File: src/rtl/display_scan_sequencer.sv
// display_scan_sequencer: time-multiplexes an 8-digit seven-segment display.
// Each digit slot is DIV = CLK_HZ/SCAN_HZ cycles long. The slot opens with
// BLANK_CYCLES of all-anodes-off, followed by the DRIVE phase, during which the
// selected digit's active-low anode is pulled low if its mask bit is set.
// Every output is registered from the current state. As a result, the outputs
// lag the state register by one cycle, except that en=0 forces them dark
// immediately.
// Optional feature macro: DISP_DIM_EN. When it is defined, a 4-bit PWM gates the
// anode by the brightness value.
module display_scan_sequencer #(
  parameter int CLK_HZ       = 100_000_000,
  parameter int SCAN_HZ      = 480,
  parameter int BLANK_CYCLES = 16
) (
  input  logic       clk,
  input  logic       reset,
  input  logic       en,
  input  logic [7:0] digit_mask,
  input  logic [3:0] bright,
  output logic [7:0] anode,
  output logic [2:0] seg_sel,
  output logic       scan_tick,
  output logic       frame_done
);

  // DIV must exceed BLANK_CYCLES+16 so that every slot has a real DRIVE phase.
  localparam int DIV = CLK_HZ / SCAN_HZ;
  localparam int PW  = $clog2(DIV);
  localparam logic [PW-1:0] SLOT_LAST  = PW'(DIV - 1);
  localparam logic [PW-1:0] BLANK_LAST = PW'(BLANK_CYCLES - 1);

  typedef enum logic [1:0] {
    IDLE  = 2'd0,
    BLANK = 2'd1,
    DRIVE = 2'd2
  } state_e;

  state_e        state_q, state_d;
  logic [PW-1:0] presc_q, presc_d;
  logic [2:0]    digit_q, digit_d;
  logic [7:0]    mask_q, mask_d;
  logic          wrap_q, wrap_d;
  logic [7:0]    anode_q, anode_d;
  logic [2:0]    seg_sel_q, seg_sel_d;
  logic          scan_tick_q, scan_tick_d;
  logic          frame_done_q, frame_done_d;
  logic          lit_s;

`ifdef DISP_DIM_EN
  logic [3:0]    pwm_q, pwm_d;
  logic [3:0]    bright_q, bright_d;
`else
  logic          bright_unused_s;
  assign bright_unused_s = ^bright;
`endif

  // Next-state logic: slot sequencing, prescaler and the entry latches for DRIVE.
  always_comb begin
    state_d = state_q;
    presc_d = presc_q;
    digit_d = digit_q;
    mask_d  = mask_q;
    wrap_d  = 1'b0;
`ifdef DISP_DIM_EN
    pwm_d    = pwm_q;
    bright_d = bright_q;
`endif
    if (!en) begin
      state_d = IDLE;
      presc_d = '0;
      digit_d = 3'd0;
    end else begin
      case (state_q)
        IDLE: begin
          state_d = BLANK;
          presc_d = '0;
          digit_d = 3'd0;
        end
        BLANK: begin
          presc_d = presc_q + PW'(1);
          if (presc_q == BLANK_LAST) begin
            state_d = DRIVE;
            mask_d  = digit_mask;
`ifdef DISP_DIM_EN
            pwm_d    = 4'd0;
            bright_d = bright;
`endif
          end else begin
            state_d = BLANK;
          end
        end
        DRIVE: begin
          if (presc_q == SLOT_LAST) begin
            state_d = BLANK;
            presc_d = '0;
            digit_d = digit_q + 3'd1;
            wrap_d  = (digit_q == 3'd7);
          end else begin
            presc_d = presc_q + PW'(1);
`ifdef DISP_DIM_EN
            pwm_d   = pwm_q + 4'd1;
`endif
          end
        end
        default: begin
          state_d = IDLE;
          presc_d = '0;
          digit_d = 3'd0;
        end
      endcase
    end
  end

  // Output decode from the current state. en=0 forces the display dark at once.
  always_comb begin
`ifdef DISP_DIM_EN
    lit_s = mask_q[digit_q] && (pwm_q < bright_q);
`else
    lit_s = mask_q[digit_q];
`endif
    anode_d = 8'hFF;
    if (en && (state_q == DRIVE) && lit_s) begin
      anode_d[digit_q] = 1'b0;
    end else begin
      anode_d = 8'hFF;
    end
    seg_sel_d    = en ? digit_q : 3'd0;
    scan_tick_d  = en && (state_q == BLANK) && (presc_q == '0);
    frame_done_d = scan_tick_d && wrap_q;
  end

  // All state and output registers. Reset is asynchronous and active-low.
  always_ff @(posedge clk or negedge reset) begin
    if (!reset) begin
      state_q      <= IDLE;
      presc_q      <= '0;
      digit_q      <= 3'd0;
      mask_q       <= 8'h00;
      wrap_q       <= 1'b0;
      anode_q      <= 8'hFF;
      seg_sel_q    <= 3'd0;
      scan_tick_q  <= 1'b0;
      frame_done_q <= 1'b0;
`ifdef DISP_DIM_EN
      pwm_q        <= 4'd0;
      bright_q     <= 4'd0;
`endif
    end else begin
      state_q      <= state_d;
      presc_q      <= presc_d;
      digit_q      <= digit_d;
      mask_q       <= mask_d;
      wrap_q       <= wrap_d;
      anode_q      <= anode_d;
      seg_sel_q    <= seg_sel_d;
      scan_tick_q  <= scan_tick_d;
      frame_done_q <= frame_done_d;
`ifdef DISP_DIM_EN
      pwm_q        <= pwm_d;
      bright_q     <= bright_d;
`endif
    end
  end

  assign anode      = anode_q;
  assign seg_sel    = seg_sel_q;
  assign scan_tick  = scan_tick_q;
  assign frame_done = frame_done_q;

endmodule

File: config.mk
export PLATFORM = sky130hd
export DESIGN_NAME = display_scan_sequencer
export DESIGN_NICKNAME = d
export VERILOG_FILES = /design/src/rtl/display_scan_sequencer.sv
export SDC_FILE = /design/constraint.sdc
export NUM_CORES = 1
export LEC_CHECK = 0
export ABC_AREA = 0
export CAP_MARGIN = 25
export CORE_ASPECT_RATIO = 0.8
export CORE_MARGIN = 1
export CORE_UTILIZATION = 58
export DETAILED_ROUTE_END_ITERATION = 10
export GPL_ROUTABILITY_DRIVEN = 0
export PLACE_DENSITY = 0.88
export SKIP_LAST_GASP = 1
export SYNTH_ARGS = -nofsm -noshare
export SYNTH_HDL_FRONTEND = slang
export SYNTH_SLANG_ARGS = --single-unit
File: constraint.sdc
create_clock -name clk -period 2.9 [get_ports clk]
set_clock_uncertainty 0.2 [all_clocks]
set_input_delay 0.58 -clock clk [delete_from_list [all_inputs] [get_ports clk]]
set_output_delay 0.58 -clock clk [all_outputs]
set_load 0.02 [all_outputs]
==> results of run 1 <==
[routing by layer]
metal | global-route usage (%) | share of wire (%) | vias up
li1 | - | - | 703
met1 | 34.92 | 46 | 736
met2 | 35.15 | 47 | 48
met3 | 6.405 | 4.9 | 9
met4 | 10.20 | 1.8 | 0
met5 | 0 | 0 | -
[metrics by stage]
| step | hold slack [ns] | instances |
|---|---|---|
| detailed placement | 0.2097 | 250 |
| global placement | 0.1985 | 250 |
| global route | 0.2400 | 260 |
| floorplan | 0.08441 | 189 |
| finish | 0.2229 | 260 |
| CTS | 0.2191 | 258 |
[state kept, by name, indices dropped and copies added (netlist names)]
register / cells
digit_q: 3
state_q: 2
scan_tick: 1
presc_q: 18
wrap_q: 1
frame_done: 1
seg_sel: 3
anode: 8
mask_q: 8
[synthesized netlist by cell type (2+ instances only)]
master	instances
nor2_1	27
nor4_1	5
mux2_2	8
dfrtp_1	37
o21ai_0	8
nand4_1	4
nand3_1	16
inv_1	7
ha_1	8
and3_1	2
xor2_1	8
nor2b_1	2
nand2_1	16
and2_1	4
nand2b_1	3
nor3_1	3
dfstp_2	8
xnor2_1	8
[worst min-delay path by stage]
stage               slack [ns]  cells after the start    endpoint
floorplan                 0.08                      0  digit_q[0]
global placement          0.20                      1    anode[3]
detailed placement        0.21                      1    anode[5]
CTS                       0.22                      1    anode[5]
global route              0.24                      1    anode[2]
finish                    0.22                      1    anode[5]
[where the power goes]
group | switching, uW | leakage (uW) | internal [uW] | total, uW
sequential | 2.28 | 0.000599 | 630 | 632
combinational | 27.4 | 0.000410 | 22.4 | 49.8
clock | 214 | 0.0000574 | 280 | 494
[cells by family after synthesis]
group | Yosys count
mux | 8
simple gates | 90
xor+xnor | 16
fa+ha+maj | 8
flops | 45
compound gates | 13
buf+inv | 9
[area by class of cell]
class                      instances  area [um2]
clock buffer                       6       82.58
clock inverter                     2       37.54
fill                             197       762.0
inverter                           7       26.28
multi-input combinational        135       893.4
sequential                        45        1136
tap                               40       50.05
timing repair buffer              25       255.2
[worst max-delay path, stage by stage]
cell and delay [ns]:
clkdlybuf4s50_1 0.68, nand2_1 0.20, nor3_4 0.49, mux2_2 0.40
==> flow_summary.toml, run 1 <==
[placement]
io_buffers = 23
post-place-ws_ns = 0.2271
placed_cell_area_mm2 = 0.002331
hpwlAfterDp_um = 2809

[cts]
cts-htree-levels = 2
clk_path_buf_depth = 2
postCtsSetupRepairBufs = 0
cts_root_buffer = "clkbuf_8"
clock_latency_ns = 0.31
cts_sinks = 45
cts-buffers-inserted = 5
clkSlewWorstSetupHoldPaths_ns = 0.08
cts_tree = "yes"
cts_hold_buf = 0
post_cts_resized = 0

[cells_and_area]
fin_area_mm2 = 0.002481
area_growth_pct = 20.04
final_util_pct = 76.50
finalNetCount = 242
layout-drive-gt1-share_pct = 15.00
num_antenna_cells = 0
layout_commonest_cell = "dfrtp_1"
most-common-layout-cells = "37 x dfrtp_1, 27 x nor2_1, 22 x clkdlybuf4s50_1, 16 x nand2_1, 16 x nand3_1"

[sta]
rsz0062_at_grt = "no"
tightestPinTransition_ns = 0.5677
setup_violations = 0
relSlewSlack_pct = 61.80
period_share_pct = 81.95
min_period_ns = 2.376
final.setup.tns_ns = 0
slew_violations = 0
hold_violations = 0
fmax_ghz = 0.4208
worst_slack_ns = 0.5236

[setup_path]
required_ns = 2.89
cp-startpoint = "en"
crit_arrival_ns = 2.36
ff2ff_setup_slack_ns = 0.69
worstSetupStartpointType = "primary input"
crit_type = "primary input to register"
crit_path_end = "mask_q[6]"
r2r_start = "presc_q[0]"
critPathCaptureType = "register"
r2r_end = "mask_q[6]"
critical_path_peak_fanout = 11
reg2reg_depth = 4

[global_route]
grt_max_degree = 46
grt-ovfl-total = 0
grt_pass1_vias = 1413
track_usage_pct = 24.51
antenna_found_initial = 0
grt_pass1_wl_um = 6699

[yosys]
yosysTopAreaCell = "dfrtp_1"
yosys_warnings = 0
yosys_most_used_dff = "dfrtp_1"
synth_xor_area_share_pct = 6.780
async_flop_share_pct = 100.0
synth-compound-area-share_pct = 4.298
synth_seq_cells = 45
synth_fa_ha_area_share_pct = 4.843
synth_top_family_by_area = "simple AND/OR/NAND/NOR gates"
synth_top_area_share_pct = 44.79
synth_fp_nets = 212
synth.area.top_cells = "dfrtp_1 45%, dfstp_2 10%, nor2_1 4.9%, ha_1 4.8%, mux2_2 4.4%"
syn_inst = 189
synth_edf_count = 0
synth.area.mux_share_pct = 4.358
seq_area_frac_synth_pct = 54.96
synth_area_mm2 = 0.002067
avgSynthCellArea_um2 = 10.94
yosys.area_share.simple_pct = 22.94
synth_cell_types = 33

[floorplanning]
fp.dieW_um = 68.75
start_util_pct = 63.73
rows = 18
pin_count = 28
die_area_mm2 = 0.003808
die_height_um = 55.40
core-area_mm2 = 0.003243

[power]
p_leak_uw = 0.001066
total_power_uw = 1176
ir_drop_mv = 0.3922
powerDensity_mw_per_mm2 = 473.9

[worst_hold_path]
holdCritStartpoint = "mask_q[5]"
hold_path_class = "register to register"

[drt]
first_pass_iters = 4
drc = 0
routedWlPerCell_um = 15.53
routed_wl_um = 4037
dr_total_vias = 1496
viasPerCell = 5.754
drtIter0Drc = 123
postRouteAntennaNets = 0

[flow_run]
max_cap_viol_count = 0

[status]
status = "complete, no violations"
No activity file was read; power rests on OpenSTA's default activity.
==> run 2, diff against run 1 <==
--- a/config.mk
+++ b/config.mk
@@ -9,10 +9,10 @@
 export CAP_MARGIN = 25
 export CORE_ASPECT_RATIO = 0.8
 export CORE_MARGIN = 1
-export CORE_UTILIZATION = 58
+export CORE_UTILIZATION = 54
 export DETAILED_ROUTE_END_ITERATION = 10
 export GPL_ROUTABILITY_DRIVEN = 0
-export PLACE_DENSITY = 0.88
+export PLACE_DENSITY = 0.83
 export SKIP_LAST_GASP = 1
 export SYNTH_ARGS = -nofsm -noshare
 export SYNTH_HDL_FRONTEND = slang
==> constraint.sdc (replaced) <==
create_clock -name clk -period 2.4 [get_ports clk]
set_clock_uncertainty 0.2 [all_clocks]
set_input_delay 0.48 -clock clk [delete_from_list [all_inputs] [get_ports clk]]
set_output_delay 0.48 -clock clk [all_outputs]
set_load 0.02 [all_outputs]
==> flow_summary.toml, run 2 (synthesis results as in run 1) <==
[drt]
routedWlPerCell_um = 15.97
viasPerCell = 5.787
routed_wl_um = 4200
dr_total_vias = 1522
first_pass_iters = 9
postRouteAntennaNets = 0
drtIter0Drc = 100
drc = 2

[sta]
fmax_ghz = 0.4540
tightestPinTransition_ns = 0.5897
period_share_pct = 91.77
min_period_ns = 2.202
slew_violations = 0
relSlewSlack_pct = 60.33
final.setup.tns_ns = 0
hold_violations = 0
setup_violations = 0
rsz0062_at_grt = "no"

[setup_path]
path_cells = "ha_1, nand3_1, nor3_4, mux2_2"
crit_arrival_ns = 2.18
critPathCaptureType = "register"
critical_path_peak_fanout = 9
cp_slowest_stage_delay_ns = 0.54
worstSetupStartpointType = "register"
crit_type = "register to register"
required_ns = 2.38
critPathSlowestCell = "nor3_4"
cp_top_family = "simple AND/OR/NAND/NOR gates"
worst-path-buf-inv = 0

[cts]
post_cts_resized = 0
clock_latency_ns = 0.29
cts_sinks = 45
cts-htree-levels = 2
clk_path_buf_depth = 2
postCtsSetupRepairBufs = 0
cts_tree = "yes"
cts-buffers-inserted = 5
cts_hold_buf = 1
cts_root_buffer = "clkbuf_8"
clkSlewWorstSetupHoldPaths_ns = 0.08

[flow_run]
max_cap_viol_count = 0

[global_route]
antenna_found_initial = 0
track_usage_pct = 23.04
grt_pass1_wl_um = 7024
grt_pass1_vias = 1548
grt-ovfl-total = 0
grt_max_degree = 24

[cells_and_area]
most-common-layout-cells = "37 x dfrtp_1, 27 x nor2_1, 22 x clkdlybuf4s50_1, 16 x nand2_1, 16 x nand3_1"
fin_area_mm2 = 0.002451
largest_register_ffs = 18
area_growth_pct = 18.58
max_flop_register = "presc_q"
num_antenna_cells = 0
final.fill_count = 257
layout_commonest_cell = "dfrtp_1"
finalNetCount = 243
layout-drive-gt1-share_pct = 14.03

[placement]
placed_cell_area_mm2 = 0.002361
io_buffers = 23
hpwlAfterDp_um = 3058

[floorplanning]
die_area_mm2 = 0.004081
core-area_mm2 = 0.003542
die_height_um = 57.34
rows = 19
fp.dieW_um = 71.17
start_util_pct = 58.35
pin_count = 28

[status]
status = "finished with violations"
violations = "DRC"

[power]
total_power_uw = 1264
p_leak_uw = 0.001053
ir_drop_mv = 0.2758
powerDensity_mw_per_mm2 = 515.5

[worst_hold_path]
hold_path_class = "register to register"
==> run 2: layer usage <==
| metal | global-route usage, % | up-vias | share of wire, % |
|---|---|---|---|
| met2 | 36.19 | 50 | 49 |
| met5 | 0 | - | 0 |
| met4 | 12.86 | 0 | 2.2 |
| met1 | 29.67 | 751 | 44 |
| met3 | 5.654 | 12 | 4.8 |
| li1 | - | 709 | - |
==> run 2: worst paths after layout <==
check	slack, ns	to	cells after the start	start
worst min-delay path	0.21	anode[3]	1	mask_q[3]
worst max-delay path	0.20	mask_q[2]	4	presc_q[0]
worst min register to register	0.21	anode[3]	1	mask_q[3]
worst max register to register	0.20	mask_q[2]	4	presc_q[0]
min in group asynchronous	0.50	presc_q[11]	2	reset
max in group asynchronous	0.92	anode[5]	3	reset
==> run 2: worst reg2reg max path, cell delays in order, from the launching register on <==
cell and delay (ns):
dfrtp_1 0.42, ha_1 0.21, nand3_1 0.32, nor3_4 0.55
mux2_2 0.40
==> run 2: layout make-up <==
type | count | area, um2 | share of cell area (%)
Sequential cell | 45 | 1136 | 46.35
Multi-Input combinational cell | 135 | 893.4 | 36.45
Timing Repair Buffer | 26 | 262.8 | 10.72
Clock buffer | 8 | 80.08 | 3.267
Tap cell | 42 | 52.55 | 2.144
Inverter | 7 | 26.28 | 1.072
==> run 2: report_power, final <==
part           internal (uW)  switching (uW)
logic                   28.2            34.6
clock network            207             230
registers                761            2.57
total                    996             267
==> run 2: per-stage QoR <==
stage	cells	hold WS, ns	setup WS, ns	utilization (%)
finish	263	0.2101	0.1975	69.20
CTS	263	0.2142	0.1871	69.20
floorplan	189	-0.01559	0.4810	-
global route	263	0.2502	0.1223	69.20
detailed placement	254	0.2086	0.1020	66.65
global placement	254	0.2007	0.1634	66.65
